===== src/rtl/dbg_ctrl_v2_if.sv =====
// UART byte stream bundle between the UART core (master) and the debug controller (slave).
// Latency: none, wires only.
// Backpressure: rx is a push-only pulse with no ready; tx uses valid/ready and holds data until accepted.
// Signals: rx_valid/rx_data carry host -> controller bytes; tx_valid/tx_data/tx_ready carry controller -> host bytes.
interface dbg_ctrl_v2_if #(
    parameter int DATA_BITS = 8
);
    logic                 rx_valid;
    logic [DATA_BITS-1:0] rx_data;
    logic                 tx_valid;
    logic [DATA_BITS-1:0] tx_data;
    logic                 tx_ready;

    modport master (
        output rx_valid,
        output rx_data,
        output tx_ready,
        input  tx_valid,
        input  tx_data
    );

    modport slave (
        input  rx_valid,
        input  rx_data,
        input  tx_ready,
        output tx_valid,
        output tx_data
    );
endinterface


===== src/rtl/dbg_ctrl_v2.sv =====
// Debug controller: decodes host bytes to load imem, run or single-step the CPU, then streams a state dump.
// Latency: command byte -> state change 1 cycle; halt -> first tx byte 3 cycles; each dump word costs BPW+2 cycles.
// Backpressure: tx holds valid and data stable until tx_ready; rx bytes are dropped in states that do not consume them.
// Ports: i_clk/i_rst_n clock and async active-low reset; uart = byte stream bundle; i_cpu_* / i_reg_data / i_mem_data
//        are CPU observation buses; o_cpu_en/o_cpu_rst control the core; o_reg_sel/o_mem_addr select dumped words;
//        o_imem_* write instruction memory; o_state exposes the FSM.
// Optional feature: define BREAKPOINT_EN to add a single PC breakpoint loaded with the 'b' command.
module dbg_ctrl_v2 #(
    parameter int DATA_BITS      = 8,
    parameter int NBITS          = 32,
    parameter int NUM_REGS       = 32,
    parameter int INST_MEM_WORDS = 256,
    parameter int DUMP_BASE      = 0,
    parameter int DUMP_WORDS     = 64,
    localparam int REG_SEL       = $clog2(NUM_REGS)
) (
    input  logic               i_clk,
    input  logic               i_rst_n,
    dbg_ctrl_v2_if.slave       uart,
    input  logic               i_cpu_halt,
    input  logic [NBITS-1:0]   i_cpu_pc,
    input  logic [NBITS-1:0]   i_cpu_cycles,
    input  logic [NBITS-1:0]   i_reg_data,
    input  logic [NBITS-1:0]   i_mem_data,
    output logic               o_cpu_en,
    output logic               o_cpu_rst,
    output logic [REG_SEL-1:0] o_reg_sel,
    output logic [NBITS-1:0]   o_mem_addr,
    output logic               o_imem_we,
    output logic [NBITS-1:0]   o_imem_addr,
    output logic [NBITS-1:0]   o_imem_data,
    output logic [3:0]         o_state
);
    localparam int BPW         = NBITS / DATA_BITS;
    localparam int BCW         = (BPW > 1) ? $clog2(BPW) : 1;
    localparam int TOTAL_WORDS = 2 + NUM_REGS + DUMP_WORDS;
    localparam int KW          = $clog2(TOTAL_WORDS + 1);
    localparam int IW          = $clog2(INST_MEM_WORDS + 1);

    localparam logic [BCW-1:0] LAST_BYTE   = BCW'(BPW - 1);
    localparam logic [KW-1:0]  FIRST_REG_K = KW'(2);
    localparam logic [KW-1:0]  FIRST_MEM_K = KW'(2 + NUM_REGS);
    localparam logic [KW-1:0]  LAST_K      = KW'(TOTAL_WORDS - 1);
    localparam logic [IW-1:0]  LAST_INST   = IW'(INST_MEM_WORDS - 1);

    localparam logic [DATA_BITS-1:0] CMD_LOAD = DATA_BITS'(8'h6C);
    localparam logic [DATA_BITS-1:0] CMD_RUN  = DATA_BITS'(8'h72);
    localparam logic [DATA_BITS-1:0] CMD_STEP = DATA_BITS'(8'h73);
    localparam logic [DATA_BITS-1:0] CMD_NEXT = DATA_BITS'(8'h6E);
    localparam logic [DATA_BITS-1:0] CMD_QUIT = DATA_BITS'(8'h71);
`ifdef BREAKPOINT_EN
    localparam logic [DATA_BITS-1:0] CMD_BP   = DATA_BITS'(8'h62);
`endif

    typedef enum logic [3:0] {
        IDLE       = 4'd0,
        LOAD       = 4'd1,
        LOAD_WR    = 4'd2,
        RUN        = 4'd3,
        STEP_WAIT  = 4'd4,
        STEP_GO    = 4'd5,
        DUMP_SEL   = 4'd6,
        DUMP_LATCH = 4'd7,
        DUMP_TX    = 4'd8,
        BP_LOAD    = 4'd9
    } state_t;

    state_t           state;
    state_t           ret_state;
    logic [BCW-1:0]   byte_cnt;
    logic [KW-1:0]    word_idx;
    logic [IW-1:0]    inst_cnt;
    logic [NBITS-1:0] shift_word;
    logic [NBITS-1:0] rx_shifted;
    logic [NBITS-1:0] dump_word;
    logic [NBITS-1:0] latch_word;
    logic             tx_valid;
    logic             tx_fire;
    logic             bp_hit;
    logic             dump_go;
    logic [KW-1:0]    sel_k;

    // Incoming bytes fill the word MSB-first.
    if (BPW > 1) begin : g_shift
        assign rx_shifted = {shift_word[NBITS-DATA_BITS-1:0], uart.rx_data};
    end else begin : g_noshift
        assign rx_shifted = uart.rx_data;
    end

`ifdef BREAKPOINT_EN
    logic [NBITS-1:0] bp_addr;
    logic             bp_valid;
    assign bp_hit = bp_valid && (i_cpu_pc == bp_addr) && (state == RUN);
`else
    assign bp_hit = 1'b0;
`endif

    assign tx_fire = tx_valid & uart.tx_ready;

    // Combinational so the core is gated in the same cycle halt/breakpoint is seen.
    assign o_cpu_en = ((state == RUN) && !i_cpu_halt && !bp_hit) || (state == STEP_GO);

    assign uart.tx_valid = tx_valid;
    assign uart.tx_data  = dump_word[NBITS-1 -: DATA_BITS];
    assign o_state       = state;

    // dump_go marks every transition into DUMP_SEL; sel_k is the word index being entered.
    // The selects are registered on that transition so they are already stable during DUMP_SEL,
    // giving synchronous-read sources a full cycle before DUMP_LATCH samples them.
    always_comb begin
        dump_go = 1'b0;
        sel_k   = '0;
        case (state)
            RUN:       dump_go = i_cpu_halt | bp_hit;
            STEP_WAIT: dump_go = i_cpu_halt;
            STEP_GO:   dump_go = 1'b1;
            DUMP_TX: begin
                dump_go = tx_fire && (byte_cnt == LAST_BYTE) && (word_idx != LAST_K);
                sel_k   = word_idx + KW'(1);
            end
            default:   dump_go = 1'b0;
        endcase
    end

    always_comb begin
        if (word_idx == '0) begin
            latch_word = i_cpu_pc;
        end else if (word_idx == KW'(1)) begin
            latch_word = i_cpu_cycles;
        end else if (word_idx < FIRST_MEM_K) begin
            latch_word = i_reg_data;
        end else begin
            latch_word = i_mem_data;
        end
    end

    always_ff @(posedge i_clk or negedge i_rst_n) begin
        if (!i_rst_n) begin
            state       <= IDLE;
            ret_state   <= IDLE;
            byte_cnt    <= '0;
            word_idx    <= '0;
            inst_cnt    <= '0;
            shift_word  <= '0;
            dump_word   <= '0;
            tx_valid    <= 1'b0;
            o_cpu_rst   <= 1'b1;
            o_reg_sel   <= '0;
            o_mem_addr  <= '0;
            o_imem_we   <= 1'b0;
            o_imem_addr <= '0;
            o_imem_data <= '0;
`ifdef BREAKPOINT_EN
            bp_addr     <= '0;
            bp_valid    <= 1'b0;
`endif
        end else begin
            o_cpu_rst <= 1'b0;
            o_imem_we <= 1'b0;

            // Selects only move inside a dump, so they hold their last value otherwise.
            if (dump_go) begin
                if (sel_k >= FIRST_REG_K && sel_k < FIRST_MEM_K) begin
                    o_reg_sel <= REG_SEL'(sel_k - FIRST_REG_K);
                end else if (sel_k >= FIRST_MEM_K) begin
                    o_mem_addr <= NBITS'(DUMP_BASE) + NBITS'(sel_k - FIRST_MEM_K) * NBITS'(BPW);
                end
            end

            case (state)
                IDLE: begin
                    if (uart.rx_valid) begin
                        byte_cnt <= '0;
                        case (uart.rx_data)
                            CMD_LOAD: state <= LOAD;
                            CMD_RUN: begin
                                state     <= RUN;
                                o_cpu_rst <= 1'b1;
                            end
                            CMD_STEP: begin
                                state     <= STEP_WAIT;
                                o_cpu_rst <= 1'b1;
                            end
`ifdef BREAKPOINT_EN
                            CMD_BP:   state <= BP_LOAD;
`endif
                            default:  state <= IDLE;
                        endcase
                    end
                end

                LOAD: begin
                    if (uart.rx_valid) begin
                        shift_word <= rx_shifted;
                        if (byte_cnt == LAST_BYTE) begin
                            byte_cnt    <= '0;
                            o_imem_data <= rx_shifted;
                            o_imem_we   <= 1'b1;
                            state       <= LOAD_WR;
                        end else begin
                            byte_cnt <= byte_cnt + BCW'(1);
                        end
                    end
                end

                LOAD_WR: begin
                    // An all-ones word is the halt instruction and terminates the program.
                    if ((&o_imem_data) || (inst_cnt == LAST_INST)) begin
                        o_imem_addr <= '0;
                        inst_cnt    <= '0;
                        state       <= IDLE;
                    end else begin
                        o_imem_addr <= o_imem_addr + NBITS'(BPW);
                        inst_cnt    <= inst_cnt + IW'(1);
                        state       <= LOAD;
                    end
                end

                RUN: begin
                    if (dump_go) begin
                        ret_state <= IDLE;
                        word_idx  <= '0;
                        state     <= DUMP_SEL;
                    end
                end

                STEP_WAIT: begin
                    // Halt takes priority over a byte arriving in the same cycle.
                    if (i_cpu_halt) begin
                        ret_state <= IDLE;
                        word_idx  <= '0;
                        state     <= DUMP_SEL;
                    end else if (uart.rx_valid) begin
                        if (uart.rx_data == CMD_NEXT) begin
                            state <= STEP_GO;
                        end else if (uart.rx_data == CMD_QUIT) begin
                            state <= IDLE;
                        end
                    end
                end

                STEP_GO: begin
                    ret_state <= STEP_WAIT;
                    word_idx  <= '0;
                    state     <= DUMP_SEL;
                end

                DUMP_SEL: state <= DUMP_LATCH;

                DUMP_LATCH: begin
                    dump_word <= latch_word;
                    byte_cnt  <= '0;
                    tx_valid  <= 1'b1;
                    state     <= DUMP_TX;
                end

                DUMP_TX: begin
                    if (tx_fire) begin
                        if (byte_cnt == LAST_BYTE) begin
                            tx_valid <= 1'b0;
                            byte_cnt <= '0;
                            if (word_idx == LAST_K) begin
                                state <= ret_state;
                            end else begin
                                word_idx <= sel_k;
                                state    <= DUMP_SEL;
                            end
                        end else begin
                            dump_word <= dump_word << DATA_BITS;
                            byte_cnt  <= byte_cnt + BCW'(1);
                        end
                    end
                end

`ifdef BREAKPOINT_EN
                BP_LOAD: begin
                    if (uart.rx_valid) begin
                        shift_word <= rx_shifted;
                        if (byte_cnt == LAST_BYTE) begin
                            byte_cnt <= '0;
                            bp_addr  <= rx_shifted;
                            bp_valid <= 1'b1;
                            state    <= IDLE;
                        end else begin
                            byte_cnt <= byte_cnt + BCW'(1);
                        end
                    end
                end
`endif

                default: state <= IDLE;
            endcase
        end
    end
endmodule

===== src/flat_wrapper.sv =====
// flat-port wrapper written by rule: the top's interface ports become plain ports
module dbg_ctrl_v2_flat 
#(
    parameter int DATA_BITS      = 8,
    parameter int NBITS          = 32,
    parameter int NUM_REGS       = 32,
    parameter int INST_MEM_WORDS = 256,
    parameter int DUMP_BASE      = 0,
    parameter int DUMP_WORDS     = 64,
    localparam int REG_SEL       = $clog2(NUM_REGS)
)
  (i_clk, i_rst_n, i_cpu_halt, i_cpu_pc, i_cpu_cycles, i_reg_data, i_mem_data, o_cpu_en, o_cpu_rst, o_reg_sel, o_mem_addr, o_imem_we, o_imem_addr, o_imem_data, o_state, uart_rx_valid, uart_rx_data, uart_tx_ready, uart_tx_valid, uart_tx_data);
  dbg_ctrl_v2_if #(.DATA_BITS(DATA_BITS)) uart_i ();
  input  logic i_clk;
  input  logic i_rst_n;
  input  logic i_cpu_halt;
  input  logic [NBITS-1:0] i_cpu_pc;
  input  logic [NBITS-1:0] i_cpu_cycles;
  input  logic [NBITS-1:0] i_reg_data;
  input  logic [NBITS-1:0] i_mem_data;
  output logic o_cpu_en;
  output logic o_cpu_rst;
  output logic [REG_SEL-1:0] o_reg_sel;
  output logic [NBITS-1:0] o_mem_addr;
  output logic o_imem_we;
  output logic [NBITS-1:0] o_imem_addr;
  output logic [NBITS-1:0] o_imem_data;
  output logic [3:0] o_state;
  input wire logic [$bits(uart_i.rx_valid)-1:0] uart_rx_valid;
  input wire logic [$bits(uart_i.rx_data)-1:0] uart_rx_data;
  input wire logic [$bits(uart_i.tx_ready)-1:0] uart_tx_ready;
  output wire logic [$bits(uart_i.tx_valid)-1:0] uart_tx_valid;
  output wire logic [$bits(uart_i.tx_data)-1:0] uart_tx_data;
  assign uart_i.rx_valid = uart_rx_valid;
  assign uart_i.rx_data = uart_rx_data;
  assign uart_i.tx_ready = uart_tx_ready;
  assign uart_tx_valid = uart_i.tx_valid;
  assign uart_tx_data = uart_i.tx_data;
  dbg_ctrl_v2 #(.DATA_BITS(DATA_BITS), .NBITS(NBITS), .NUM_REGS(NUM_REGS), .INST_MEM_WORDS(INST_MEM_WORDS), .DUMP_BASE(DUMP_BASE), .DUMP_WORDS(DUMP_WORDS)) u_core (.i_clk(i_clk), .i_rst_n(i_rst_n), .uart(uart_i), .i_cpu_halt(i_cpu_halt), .i_cpu_pc(i_cpu_pc), .i_cpu_cycles(i_cpu_cycles), .i_reg_data(i_reg_data), .i_mem_data(i_mem_data), .o_cpu_en(o_cpu_en), .o_cpu_rst(o_cpu_rst), .o_reg_sel(o_reg_sel), .o_mem_addr(o_mem_addr), .o_imem_we(o_imem_we), .o_imem_addr(o_imem_addr), .o_imem_data(o_imem_data), .o_state(o_state));
endmodule

===== config.mk =====
export PLATFORM = sky130hd
export DESIGN_NAME = dbg_ctrl_v2_flat
export DESIGN_NICKNAME = d
export VERILOG_FILES = /design/src/rtl/dbg_ctrl_v2_if.sv /design/src/rtl/dbg_ctrl_v2.sv /design/src/flat_wrapper.sv
export SDC_FILE = /design/constraint.sdc
export NUM_CORES = 1
export LEC_CHECK = 0
export BUFFER_PORTS_ARGS = -buffer_cell sky130_fd_sc_hd__buf_2
export CAP_MARGIN = 10
export CORE_MARGIN = 5
export CORE_UTILIZATION = 35
export DETAILED_ROUTE_END_ITERATION = 7
export PLACE_DENSITY_LB_ADDON = 0.15
export SLEW_MARGIN = 20
export SYNTH_ARGS = -nofsm -noshare
export SYNTH_HDL_FRONTEND = slang
export SYNTH_SLANG_ARGS = --single-unit

===== constraint.sdc =====
create_clock -name i_clk -period 3.21 [get_ports i_clk]
set_input_delay 0.321 -clock i_clk [delete_from_list [all_inputs] [get_ports i_clk]]
set_output_delay 0.321 -clock i_clk [all_outputs]
set_load 0.02 [all_outputs]

==> impl_results.rst, run 1 <==
.. list-table::
   :header-rows: 1

   * - Metric
     - Value
   * - Result of the run
     - finished clean
   * - CTS tree
     - built
   * - Largest net degree at the start of global routing
     - 89
   * - Worst EP arrival
     - 2.97 ns
   * - Required time at the endpoint of the critical path
     - 3.52 ns
   * - EDFF count, synth
     - 0
   * - Clk root buf
     - sky130_fd_sc_hd__clkbuf_16
   * - Post-route core utilization
     - 43.58%
   * - Async SR Flop Fraction
     - 100.0%
   * - Final cell count without fillers
     - 1,469
   * - Power Total
     - 4484 µW
   * - Sequential fraction of the synthesis area
     - 45.75%
   * - Fmax
     - 0.3759 GHz
   * - Fraction of met3 tracks used by global routing
     - 3.982%
   * - Via count
     - 7,563
   * - TritonCTS sink count
     - 157
   * - Number of CTS-inserted buffers
     - 17
   * - Count of mapped cells out of synthesis
     - 928
   * - Routed len/inst
     - 16.75 µm
   * - Transition time of the tightest slew-check pin
     - 0.8352 ns
   * - Endpoint with the worst hold slack
     - u_core.dump_word[3]
   * - CTS H-tree depth
     - 4
   * - Crit Path Class
     - flop to flop
   * - Placer congestion estimate
     - 0.7988
   * - Part of the cycle the worst path needs
     - 82.87%
   * - Hold Startpoint
     - i_cpu_pc[3]
   * - Insertion delay to the later sink of the worst-skew pair
     - 0.43 ns
   * - Count of port buffers added during placement
     - 253
   * - Worst relative slew slack
     - 44.32%
   * - Final routed DRC violation total
     - 0
   * - Die Area
     - 27,770 µm²
   * - R2r endpoint
     - u_core.o_imem_addr[22]
   * - Global-route track usage on met2
     - 28.98%
   * - Antenna diodes
     - 0
   * - Clock tree buffer depth
     - 2
   * - Setup-violating endpoint count in the final report
     - 0
   * - Residual antenna-violating net count after detailed routing
     - 0
   * - Setup TNS
     - 0 ns
   * - Overflow left after global routing
     - 0
   * - Initial DRC Count
     - 561
   * - Worst VDD drop
     - 0.2741 mV
   * - Max-slew violations
     - 0
   * - Fin crit period
     - 2.660 ns
   * - Core region area
     - 24,250 µm²
   * - Largest fanout of any net on the critical path
     - 17
   * - Total leakage power
     - 0.005448 µW
   * - Cell Area, Synth
     - 8589 µm²
   * - Effective utilization at floorplan
     - 35.42%
   * - Clock input transition at the sequential cells of the worst setup and hold paths
     - 0.07 ns
   * - Aggregate routed wire length
     - 24,600 µm
   * - Cell total after placement
     - 1,436
   * - Worst Hold Depth
     - 2
   * - Highest-utilization routing layer at the global route stage
     - met2
   * - Synth-to-Final Area Change
     - 23.03%
   * - Filler cell count in the final layout
     - 2,415
   * - Dominant cell by count in the synthesized netlist
     - sky130_fd_sc_hd__dfrtp_1
   * - Synth top cells by count
     - sky130_fd_sc_hd__dfrtp_1 (156), sky130_fd_sc_hd__nand2_1 (128), sky130_fd_sc_hd__o21ai_0 (96)
   * - Class of the tightest hold or removal check
     - primary input to flop
   * - Via count of the first global-routing pass
     - 7,580
   * - Max-Cap Viols
     - 0
   * - Die Height
     - 166.7 µm
   * - Final net count
     - 1,281
   * - Cell count of the worst reg-to-reg path
     - 8
   * - Setup repair after global routing missed its margin
     - no
   * - Final Hold Fails
     - 0
   * - HPWL after detailed placement
     - 17,760 µm
   * - Leading area contributor after synthesis
     - sky130_fd_sc_hd__dfrtp_1
   * - Number of buffers inserted by post-CTS setup repair
     - 0
   * - Ys flop type
     - sky130_fd_sc_hd__dfrtp_1
   * - Count of state elements after synthesis
     - 157
   * - Floorplan die width
     - 166.7 µm
   * - Met1 Use GR
     - 23.61%
   * - Ranking of synthesized cells by area
     - sky130_fd_sc_hd__dfrtp_1 (45%), sky130_fd_sc_hd__o21ai_0 (5.6%), sky130_fd_sc_hd__nand2_1 (5.6%)
   * - Share of cells above drive strength 1
     - 32.31%
   * - Wire length of the first global-routing pass
     - 40,260 µm
   * - Overall global routing resource usage
     - 17.54%
   * - Endpoint class of the critical path
     - flop
   * - Detailed-router iteration count before antenna repair
     - 4
   * - Std-Cell Rows
     - 57
   * - Avg Inst Size Synth
     - 9.256 µm²
   * - Resized Gates After CTS
     - 0
   * - Worst flop-to-flop path startpoint
     - u_core.inst_cnt[0]
   * - Library cells used by synthesis
     - 72
   * - Top cell type's share of synthesized area
     - 45.45%
   * - Via density per instance
     - 5.148
   * - Number of warnings printed during yosys synthesis
     - 0
   * - Startpoint Class
     - flop
   * - Reg2reg setup slack
     - 0.55 ns
   * - PD cells
     - 424.3 nW/µm²
   * - Number of antenna violations at the first check in global routing
     - 2
   * - Worst Skew
     - 0.01542 ns
   * - Top-level I/O count
     - 258
==> worst max-delay path, stage by stage, from the launching register on <==
cell	delay (ns)
sky130_fd_sc_hd__dfrtp_1	0.42
sky130_fd_sc_hd__ha_1	0.23
sky130_fd_sc_hd__and3_1	0.20
sky130_fd_sc_hd__and3_1	0.20
sky130_fd_sc_hd__and3_1	0.18
sky130_fd_sc_hd__ha_1	0.22
sky130_fd_sc_hd__a211o_1	0.45
sky130_fd_sc_hd__buf_4	0.30
sky130_fd_sc_hd__o41ai_1	0.33
==> power breakdown <==
| part | internal, µW | switching, µW |
|---|---|---|
| Clock | 1130 | 963 |
| Combinational | 150 | 155 |
| Sequential | 2040 | 53.7 |
| Total | 3310 | 1170 |
==> cells by family (layout without fill, tap and decap cells) <==
logic type | count (synthesis) | count (layout) | share of synthesized area [%]
adder cells (fa/ha/maj) | 8 | 8 | 1.165
multiplexers | 53 | 53 | 7.065
buffers and inverters | 107 | 321 | 6.788
flip-flops | 157 | 157 | 45.75
AO/OA/AOI/OAI | 255 | 255 | 19.23
AND/OR/NAND/NOR | 339 | 339 | 19.14
other | 1 | 4 | 0.04366
XOR/XNOR | 8 | 8 | 0.8158
==> routing by layer <==
layer / share of wire [%] / routed length (µm)
met1: 46 / 11390
met2: 48 / 11710
met3: 5.1 / 1258
met4: 0.87 / 214
met5: 0.10 / 25
==> final cells by class <==
class,instances,area [µm²],area share (%)
Clock inverter,15,188.9,1.788
Clock buffer,17,425.4,4.026
Multi-Input combinational cell,667,4105,38.85
Timing Repair Buffer,277,1468,13.89
Tap cell,324,405.4,3.836
Inverter,12,45.04,0.4262
Sequential cell,157,3930,37.19
==> placed cells by master, fill, tap and decap left out, types with 17 or more instances in the layout <==
cell | netlist | final
sky130_fd_sc_hd__buf_4 | 37 | 22
sky130_fd_sc_hd__buf_2 | 22 | 252
sky130_fd_sc_hd__nand4_1 | 23 | 23
sky130_fd_sc_hd__clkbuf_16 | 0 | 17
sky130_fd_sc_hd__mux2_2 | 39 | 39
sky130_fd_sc_hd__a22o_1 | 24 | 24
sky130_fd_sc_hd__o221ai_1 | 22 | 22
sky130_fd_sc_hd__nand2_1 | 128 | 128
sky130_fd_sc_hd__nand3_1 | 28 | 28
sky130_fd_sc_hd__dfrtp_1 | 156 | 156
sky130_fd_sc_hd__or3_1 | 24 | 24
sky130_fd_sc_hd__o21ai_0 | 96 | 96
sky130_fd_sc_hd__a21oi_1 | 50 | 50
sky130_fd_sc_hd__nor2_1 | 73 | 72
==> state kept, by name, indices dropped and copies added (netlist names) <==
| register | count |
|---|---|
| u_core.o_imem_data | 32 |
| u_core.o_state | 4 |
| u_core.uart.tx_valid | 1 |
| u_core.byte_cnt | 2 |
| u_core.inst_cnt | 9 |
| u_core.o_cpu_rst | 1 |
| u_core.shift_word | 24 |
| u_core.dump_word | 32 |
| u_core.ret_state | 1 |
| u_core.o_reg_sel | 5 |
| u_core.o_imem_addr | 30 |
| u_core.o_mem_addr | 8 |
| u_core.word_idx | 7 |
| u_core.o_imem_we | 1 |
==> worst max-delay path by stage <==
| stage | start | to | slack (ns) | depth (start not counted) |
|---|---|---|---|---|
| 3_5_place_dp | u_core.inst_cnt[0] | u_core.o_imem_addr[22] | 0.57 | 8 |
| 2_1_floorplan | u_core.o_state[3] | u_core.o_reg_sel[0] | 0.72 | 9 |
| 4_1_cts | u_core.inst_cnt[0] | u_core.o_imem_addr[22] | 0.55 | 8 |
| 5_1_grt | u_core.inst_cnt[0] | u_core.o_imem_addr[21] | 0.35 | 10 |
| 6_report | u_core.inst_cnt[0] | u_core.o_imem_addr[22] | 0.55 | 8 |
| 3_3_place_gp | u_core.inst_cnt[0] | u_core.o_imem_addr[19] | 0.59 | 9 |
==> per-stage QoR <==
| stage | cell area, µm² | worst slack (ns) | hold WS [ns] |
|---|---|---|---|
| detailed placement | 9943 | 0.5715 | 0.4479 |
| finish | 10570 | 0.5499 | 0.1263 |
| global route | 10570 | 0.3481 | 0.1112 |
| CTS | 10570 | 0.5480 | 0.1046 |
| floorplan | 8601 | 0.7239 | 0.02541 |
| global placement | 9943 | 0.5945 | 0.4465 |
==> repair_timing <==
item                       in CTS  in global routing
hold endpoints to repair        7                  0
setup endpoints to repair       0                  0
hold buffers                    1                  0
No activity file was read; power rests on OpenSTA's default activity.
==> inputs of run 2 (changes only) <==
--- a/config.mk
+++ b/config.mk
@@ -5,6 +5,7 @@
 export SDC_FILE = /design/constraint.sdc
 export NUM_CORES = 1
 export LEC_CHECK = 0
+export ABC_AREA = 1
 export BUFFER_PORTS_ARGS = -buffer_cell sky130_fd_sc_hd__buf_2
 export CAP_MARGIN = 10
 export CORE_MARGIN = 5
==> constraint.sdc (replaced) <==
create_clock -name i_clk -period 2.21 [get_ports i_clk]
set_input_delay 0.221 -clock i_clk [delete_from_list [all_inputs] [get_ports i_clk]]
set_output_delay 0.221 -clock i_clk [all_outputs]
set_load 0.02 [all_outputs]
==> impl_results.rst, run 2 <==
.. list-table::
   :header-rows: 1

   * - Metric
     - Value
   * - Max-Cap Viols
     - 0 (unchanged)
   * - CTS tree
     - built
   * - Clk pwr share
     - 32.1% (-15 points)
   * - Wire length of the first global-routing pass
     - 42,260 µm (+5.0%)
   * - Core region area
     - 25,840 µm² (+6.6%)
   * - Setup TNS
     - 0 ns (unchanged)
   * - Cell-by-cell listing of the critical path
     - ha_1 -> nand3_1 -> nor3_2 -> nand2_1 -> nor2_1 -> ha_1 -> nor2_1 -> nand2_2 -> clkinvlp_4 -> buf_12 -> o21ai_0 -> o21ai_0
   * - Worst flop-to-flop path startpoint
     - u_core.inst_cnt[0]
   * - Synth top cells by count
     - sky130_fd_sc_hd__nand2_1 (375), sky130_fd_sc_hd__dfrtp_1 (156), sky130_fd_sc_hd__nor2_1 (124)
   * - Routed len/inst
     - 14.45 µm (-14%)
   * - Startpoint Class
     - flop
   * - Placer congestion estimate
     - 0.8351 (+4.5%)
   * - Top cell type's share of synthesized area
     - 42.86% (-2.6 points)
   * - Cell internal pwr
     - 5912 µW (+78%)
   * - Final Hold Fails
     - 0 (unchanged)
   * - CP peak stage delay
     - 0.38 ns (-0.07 ns)
   * - Result of the run
     - finished clean
   * - Placed standard-cell area
     - 10,560 µm² (+6.2%)
   * - TritonCTS sink count
     - 157 (unchanged)
   * - Clock tree buffer depth
     - 2 (unchanged)
   * - Filler cell count in the final layout
     - 2,756 (+14%)
   * - Share of cells above drive strength 1
     - 25.17% (-7.1 points)
   * - Aggregate routed wire length
     - 26,270 µm (+6.8%)
   * - Part of the cycle the worst path needs
     - 90.36% (+7.5 points)
   * - Leading cell type in the layout, fill and taps excluded
     - sky130_fd_sc_hd__nand2_1
   * - HPWL after detailed placement
     - 19,970 µm (+12%)
   * - Buf+Inv Stages, Crit Path
     - 2 (+1)
   * - Overflow left after global routing
     - 0 (unchanged)
   * - Largest fanout of any net on the critical path
     - 15 (-2)
   * - Synth-to-Final Area Change
     - 23.42%
   * - Part of the total power dissipated in sequential elements
     - 41.0% (-5.6 points)
   * - Setup-violating endpoint count in the final report
     - 0 (unchanged)
   * - Cell Area, Synth
     - 9109 µm² (+6.0%)
   * - Final net count
     - 1,618 (+26%)
   * - Residual antenna-violating net count after detailed routing
     - 0 (unchanged)
   * - Part of the total power dissipated in combinational logic
     - 26.8% (+20 points)
   * - Overall global routing resource usage
     - 17.70% (+0.16 points)
   * - Number of CTS-inserted buffers
     - 17 (unchanged)
   * - Detailed-router iteration count before antenna repair
     - 6 (+2)
   * - Ys flop type
     - sky130_fd_sc_hd__dfrtp_1
   * - Worst EP arrival
     - 2.31 ns (-0.66 ns)
   * - Avg Inst Size Synth
     - 7.305 µm² (-21%)
   * - Insertion delay to the later sink of the worst-skew pair
     - 0.44 ns (about the same)
   * - Top-level I/O count
     - 258 (unchanged)
   * - PD cells
     - 825.7 nW/µm² (+95%)
   * - Count of state elements after synthesis
     - 157 (unchanged)
   * - Critical Path Start
     - u_core.inst_cnt[0]
   * - Design Area, Final
     - 11,240 µm² (+6.4%)
   * - EDFF count, synth
     - 0 (unchanged)
   * - Class of the tightest hold or removal check
     - primary input to flop
   * - Crit Path Class
     - flop to flop
   * - Registers with the most flip-flops
     - u_core.dump_word (32), u_core.o_imem_data (32), u_core.o_imem_addr (30)
   * - Worst relative slew slack
     - 54.93% (+11 points)
   * - Switching share of total power
     - 36.32% (+10 points)
   * - Hold slack final
     - 0.02453 ns (-0.1018 ns)
   * - Sequential fraction of the synthesis area
     - 43.15% (-2.6 points)
   * - Number of warnings printed during yosys synthesis
     - 0 (unchanged)
   * - CTS H-tree depth
     - 4 (unchanged)
   * - Via count of the first global-routing pass
     - 8,295 (+9.4%)
   * - Count of port buffers added during placement
     - 253 (unchanged)
   * - Largest net degree at the start of global routing
     - 64 (-28%)
   * - Endpoint class of the critical path
     - flop
   * - Via density per instance
     - 4.717 (-8.4%)
   * - CP top delay family
     - simple AND/OR/NAND/NOR gates
   * - Initial DRC Count
     - 511 (-8.9%)
   * - Dominant cell by count in the synthesized netlist
     - sky130_fd_sc_hd__nand2_1
   * - Std-Cell Rows
     - 59 (+3.5%)
   * - Transition time of the tightest slew-check pin
     - 0.6753 ns (-0.1598 ns)
   * - Async SR Flop Fraction
     - 100.0% (unchanged)
   * - Ranking of synthesized cells by area
     - sky130_fd_sc_hd__dfrtp_1 (43%), sky130_fd_sc_hd__nand2_1 (15%), sky130_fd_sc_hd__o21ai_0 (6.0%)
   * - Max-slew violations
     - 0 (unchanged)
   * - Worst VDD drop
     - 0.3488 mV (+27%)
   * - Final routed DRC violation total
     - 0 (unchanged)
   * - Commonest cells after routing, fill and taps aside
     - sky130_fd_sc_hd__nand2_1 (374), sky130_fd_sc_hd__buf_2 (252), sky130_fd_sc_hd__dfrtp_1 (156), sky130_fd_sc_hd__nor2_1 (124), sky130_fd_sc_hd__o21ai_0 (109)
   * - Fmax
     - 0.5008 GHz (+33%)
   * - Effective utilization at floorplan
     - 35.25% (-0.17 points)
   * - Cell with the largest stage delay on the worst path
     - sky130_fd_sc_hd__dfrtp_1
   * - Fin crit period
     - 1.997 ns (-0.6632 ns)
   * - Via count
     - 8,576 (+13%)
   * - Clock input transition at the sequential cells of the worst setup and hold paths
     - 0.08 ns (about the same)
   * - Required time at the endpoint of the critical path
     - 2.52 ns (-1.00 ns)
   * - Library cells used by synthesis
     - 42 (-42%)
   * - Count of mapped cells out of synthesis
     - 1,247 (+34%)
   * - Number of antenna violations at the first check in global routing
     - 2 (unchanged)
   * - Worst Skew
     - 0.01503 ns (-0.0003825 ns)
   * - Die Height
     - 171.3 µm (+2.8%)
   * - Hold Startpoint
     - uart_rx_data[7]
   * - Leading area contributor after synthesis
     - sky130_fd_sc_hd__dfrtp_1
   * - Floorplan die width
     - 171.3 µm (+2.8%)
   * - Die Area
     - 29,350 µm² (+5.7%)
   * - Reported net switching power
     - 3371 µW (+190%)
   * - Clk root buf
     - sky130_fd_sc_hd__clkbuf_16
   * - Total leakage power
     - 0.005798 µW (+6.4%)
==> run 2: final cells by class <==
| class | instances | area, µm² | share of cell area [%] |
|---|---|---|---|
| clock inverter | 15 | 196.4 | 1.747 |
| sequential | 157 | 3930 | 34.96 |
| clock buffer | 17 | 425.4 | 3.784 |
| antenna | 1 | 2.502 | 0.02226 |
| multi-input combinational | 907 | 4292 | 38.17 |
| inverter | 99 | 377.9 | 3.361 |
| tap | 335 | 419.2 | 3.728 |
| timing repair buffer | 287 | 1599 | 14.22 |
==> run 2: path summary, 6_finish.rpt <==
path	to	slack (ns)	cells after the start
setup / recovery	u_core.o_imem_addr[18]	0.21	12
hold / removal	u_core.shift_word[7]	0.02	3
setup reg to reg	u_core.o_imem_addr[18]	0.21	12
hold reg to reg	u_core.o_reg_sel[3]	0.47	2
max in group asynchronous	u_core.o_cpu_rst	1.27	3
min in group asynchronous	u_core.o_imem_addr[23]	0.25	2
==> run 2: power groups by stage <==
stage | registers (µW) | clock network (µW) | logic (µW)
after detailed placement | 3870 | 0 | 2520
after global placement | 3860 | 0 | 2490
after CTS | 3810 | 3080 | 2540
after floorplan | 3890 | 0 | 1690
final | 3810 | 2980 | 2490
after global routing | 3900 | 3200 | 2860
==> run 2: cells by family (layout without fill, tap and decap cells) <==
group                    count (synthesis)  count (layout)  share of synthesized area [%]
AO/OA/AOI/OAI                          218             218                          12.42
XOR/XNOR                                20              20                          1.923
adder cells (fa/ha/maj)                  8               8                          1.099
buffers and inverters                  186             418                          9.986
flip-flops                             157             157                          43.15
other                                    1               5                        0.04117
AND/OR/NAND/NOR                        657             657                          31.39
==> run 2: metrics by stage <==
step | cells | worst slack (ns) | power, µW | utilization, %
after floorplan | 1250 | 0.3523 | 5584 | -
after global placement | 1781 | 0.1063 | 6349 | 40.85
after detailed placement | 1781 | 0.07570 | 6388 | 40.85
after CTS | 1815 | 0.05751 | 9426 | 43.34
after global routing | 1818 | -0.008611 | 9956 | 43.51
final | 1818 | 0.2131 | 9283 | 43.51
==> run 2: timing repair <==
| item | CTS | global route |
|---|---|---|
| gates resized for setup | 0 | 4 |
| setup endpoints to repair | 0 | 19 |
| hold buffers | 2 | 0 |
| endpoints found under the hold margin | 32 | 0 |
| buffers inserted | 0 | 2 |
==> run 2: metal layers <==
layer  global-route usage [%]  vias to the layer above  part of all wire (%)
met2                    28.84                      222                    47
met5                        0                        -                 0.076
met4                    5.029                        2                   2.0
met1                    23.66                     3891                    45
met3                    4.160                       38                   5.7
li1                         -                     4423                     -
==> run 2: worst register-to-register path: stages (launching register included) <==
cell	delay [ns]
sky130_fd_sc_hd__dfrtp_1	0.38
sky130_fd_sc_hd__ha_1	0.19
sky130_fd_sc_hd__nand3_1	0.13
sky130_fd_sc_hd__nor3_2	0.23
sky130_fd_sc_hd__nand2_1	0.07
sky130_fd_sc_hd__nor2_1	0.11
sky130_fd_sc_hd__ha_1	0.18
sky130_fd_sc_hd__nor2_1	0.06
sky130_fd_sc_hd__nand2_2	0.10
sky130_fd_sc_hd__clkinvlp_4	0.11
sky130_fd_sc_hd__buf_12	0.16
sky130_fd_sc_hd__o21ai_0	0.09
sky130_fd_sc_hd__o21ai_0	0.10
==> inputs of run 3 (changes only) <==
--- a/config.mk
+++ b/config.mk
@@ -6,7 +6,7 @@
 export NUM_CORES = 1
 export LEC_CHECK = 0
 export ABC_AREA = 1
-export BUFFER_PORTS_ARGS = -buffer_cell sky130_fd_sc_hd__buf_2
+export BUFFER_PORTS_ARGS = -buffer_cell sky130_fd_sc_hd__clkbuf_2
 export CAP_MARGIN = 10
 export CORE_MARGIN = 5
 export CORE_UTILIZATION = 35
==> impl_results.rst, run 3 (synthesis gave the netlist of run 2 again) <==
.. list-table::
   :header-rows: 1

   * - Metric
     - Value
   * - Result of the run
     - finished clean
   * - R2r endpoint
     - u_core.o_imem_addr[28]
   * - HPWL after detailed placement
     - 19,900 µm (-0.37%)
   * - Die Height
     - 171.3 µm (unchanged)
   * - Share of cells above drive strength 1
     - 24.97% (-0.20 points)
   * - Fin crit period
     - 2.006 ns (+0.008678 ns)
   * - Core region area
     - 25,840 µm² (unchanged)
   * - Overall global routing resource usage
     - 17.59% (-0.11 points)
   * - Worst flop-to-flop path startpoint
     - u_core.inst_cnt[0]
   * - Registers with the most flip-flops
     - u_core.dump_word (32), u_core.o_imem_data (32), u_core.o_imem_addr (30)
   * - Total leakage power
     - 0.005733 µW (-1.1%)
   * - Setup repair after global routing missed its margin
     - yes
   * - Cell internal pwr
     - 5926 µW (+0.24%)
   * - Final Hold Fails
     - 0 (unchanged)
   * - Startpoint Class
     - flop
   * - Synth-to-Final Area Change
     - 23.45% (about the same)
   * - Endpoint with the worst hold slack
     - u_core.o_imem_data[6]
   * - Die Area
     - 29,350 µm² (unchanged)
   * - Routed len/inst
     - 14.26 µm (-1.3%)
   * - Max-Cap Viols
     - 0 (unchanged)
   * - Std-Cell Rows
     - 59 (unchanged)
   * - Fmax
     - 0.4986 GHz (-0.43%)
   * - Clock tree buffer depth
     - 2 (unchanged)
   * - Switching share of total power
     - 36.53% (+0.21 points)
   * - Placed standard-cell area
     - 10,560 µm² (unchanged)
   * - Worst Skew
     - 0.01562 ns (+0.0005890 ns)
   * - Final net count
     - 1,618 (unchanged)
   * - Initial DRC Count
     - 482 (-5.7%)
   * - Wire length of the first global-routing pass
     - 41,940 µm (-0.75%)
   * - Via count of the first global-routing pass
     - 8,095 (-2.4%)
   * - Residual antenna-violating net count after detailed routing
     - 0 (unchanged)
   * - Insertion delay to the later sink of the worst-skew pair
     - 0.44 ns (about the same)
   * - Leading cell type in the layout, fill and taps excluded
     - sky130_fd_sc_hd__nand2_1
   * - Reported net switching power
     - 3411 µW (+1.2%)
   * - Clock input transition at the sequential cells of the worst setup and hold paths
     - 0.08 ns (about the same)
   * - Clk root buf
     - sky130_fd_sc_hd__clkbuf_16
   * - Part of the cycle the worst path needs
     - 90.75% (+0.39 points)
   * - Reg2reg setup slack
     - 0.20 ns (about the same)
   * - Worst EP arrival
     - 2.29 ns (-0.02 ns)
   * - Number of CTS-inserted buffers
     - 17 (unchanged)
   * - Number of antenna violations at the first check in global routing
     - 1 (-1)
   * - PD cells
     - 830.3 nW/µm² (+0.56%)
   * - Hold Startpoint
     - uart_rx_data[6]
   * - Placer congestion estimate
     - 0.8551 (+2.4%)
   * - Class of the tightest hold or removal check
     - primary input to flop
   * - Detailed-router iteration count before antenna repair
     - 7 (+1)
   * - Power Total
     - 9337 µW (+0.58%)
   * - Count of port buffers added during placement
     - 253 (unchanged)
   * - Floorplan die width
     - 171.3 µm (unchanged)
   * - Design Area, Final
     - 11,240 µm² (about the same)
   * - Largest net degree at the start of global routing
     - 64 (unchanged)
   * - Worst VDD drop
     - 0.3997 mV (+15%)
   * - Required time at the endpoint of the critical path
     - 2.49 ns (-0.03 ns)
   * - Clk pwr share
     - 32.5% (+0.4 points)
   * - Part of the total power dissipated in combinational logic
     - 26.6% (-0.2 points)
   * - Aggregate routed wire length
     - 25,910 µm (-1.4%)
   * - TritonCTS sink count
     - 157 (unchanged)
   * - Largest fanout of any net on the critical path
     - 15 (unchanged)
   * - Crit Path Class
     - flop to flop
   * - Via density per instance
     - 4.690 (-0.59%)
   * - Worst Hold Depth
     - 3 (unchanged)
   * - Top-level I/O count
     - 258 (unchanged)
   * - Final routed DRC violation total
     - 0 (unchanged)
   * - Commonest cells after routing, fill and taps aside
     - sky130_fd_sc_hd__nand2_1 (375), sky130_fd_sc_hd__clkbuf_2 (252), sky130_fd_sc_hd__dfrtp_1 (156), sky130_fd_sc_hd__nor2_1 (124), sky130_fd_sc_hd__o21ai_0 (109)
   * - Hold slack final
     - 0.03021 ns (+0.005674 ns)
   * - Setup-violating endpoint count in the final report
     - 0 (unchanged)
   * - Cell count of the worst reg-to-reg path
     - 12 (unchanged)
   * - Effective utilization at floorplan
     - 35.25% (unchanged)
   * - Overflow left after global routing
     - 0 (unchanged)
   * - Worst relative slew slack
     - 54.60% (-0.32 points)
   * - Via count
     - 8,521 (-0.64%)
   * - Max-slew violations
     - 0 (unchanged)
   * - Antenna diodes
     - 0 (-1)
   * - CTS tree
     - built
   * - Part of the total power dissipated in sequential elements
     - 40.9% (about the same)
   * - Transition time of the tightest slew-check pin
     - 0.6802 ns (+0.004848 ns)
   * - CTS H-tree depth
     - 4 (unchanged)
   * - Endpoint class of the critical path
     - flop
[run 3: worst max-delay path, cell delays in order, from the launching register on]
cell and delay [ns]:
sky130_fd_sc_hd__dfrtp_1 0.38, sky130_fd_sc_hd__ha_1 0.19, sky130_fd_sc_hd__nand3_1 0.12, sky130_fd_sc_hd__nor3_1 0.22, sky130_fd_sc_hd__nand2_1 0.08, sky130_fd_sc_hd__nor2_1 0.09
sky130_fd_sc_hd__ha_1 0.17, sky130_fd_sc_hd__nor2_1 0.05, sky130_fd_sc_hd__nand2_1 0.13, sky130_fd_sc_hd__clkinvlp_4 0.12, sky130_fd_sc_hd__buf_12 0.15, sky130_fd_sc_hd__nand3_1 0.07
sky130_fd_sc_hd__o21ai_0 0.08
[run 3: how the worst max path moves through the flow]
stage / from / slack (ns) / to
finish: u_core.inst_cnt[0] / 0.20 / u_core.o_imem_addr[28]
global route: u_core.inst_cnt[0] / -0.008 / u_core.o_imem_addr[28]
CTS: u_core.inst_cnt[0] / 0.08 / u_core.o_imem_addr[18]
detailed placement: u_core.inst_cnt[0] / 0.1 / u_core.o_imem_addr[18]
global placement: u_core.inst_cnt[0] / 0.13 / u_core.o_imem_addr[16]
floorplan: u_core.inst_cnt[0] / 0.35 / u_core.o_imem_addr[11]
[run 3: final cells by class]
cell class              instances  area, µm²
fillers                      2711      14590
multi-input cells             907       4284
flip-flops and latches        157       3930
repair buffers                287       1602
clock buffers                  17      425.4
well taps                     335      419.2
inverters                      99      380.4
clock inverters                15      203.9
[run 3: per-stage QoR]
step	cells	util [%]	worst slack [ns]	TNS, ns
after floorplan	1250	-	0.3523	0
after global placement	1781	40.85	0.1316	0
after detailed placement	1781	40.85	0.09726	0
after CTS	1816	43.40	0.08306	0
after global routing	1817	43.52	-0.007612	-0.007612
final	1817	43.52	0.2044	0
[run 3: power groups by stage]
stage / Sequential (µW) / Combinational [µW] / Clock (µW)
4_1_cts: 3820 / 2530 / 3130
5_1_grt: 3900 / 2840 / 3250
3_5_place_dp: 3870 / 2520 / 0
2_1_floorplan: 3890 / 1690 / 0
6_report: 3820 / 2480 / 3030
3_3_place_gp: 3870 / 2480 / 0
[run 3: what timing repair did]
item	4_1_cts	5_1_grt
setup buffers	0	1
gates resized for setup	0	4
endpoints found under the hold margin	44	0
endpoints found under the setup margin	0	10
hold buffers	3	0
[run 3: per-layer routing]
layer	vias to the layer above	part of all wire (%)	track usage, %	wire [µm]
met4	2	1.6	4.616	425
li1	4419	-	-	-
met2	224	47	28.31	12250
met1	3850	46	24.12	11920
met3	26	5.0	3.930	1298
met5	-	0.050	0	13
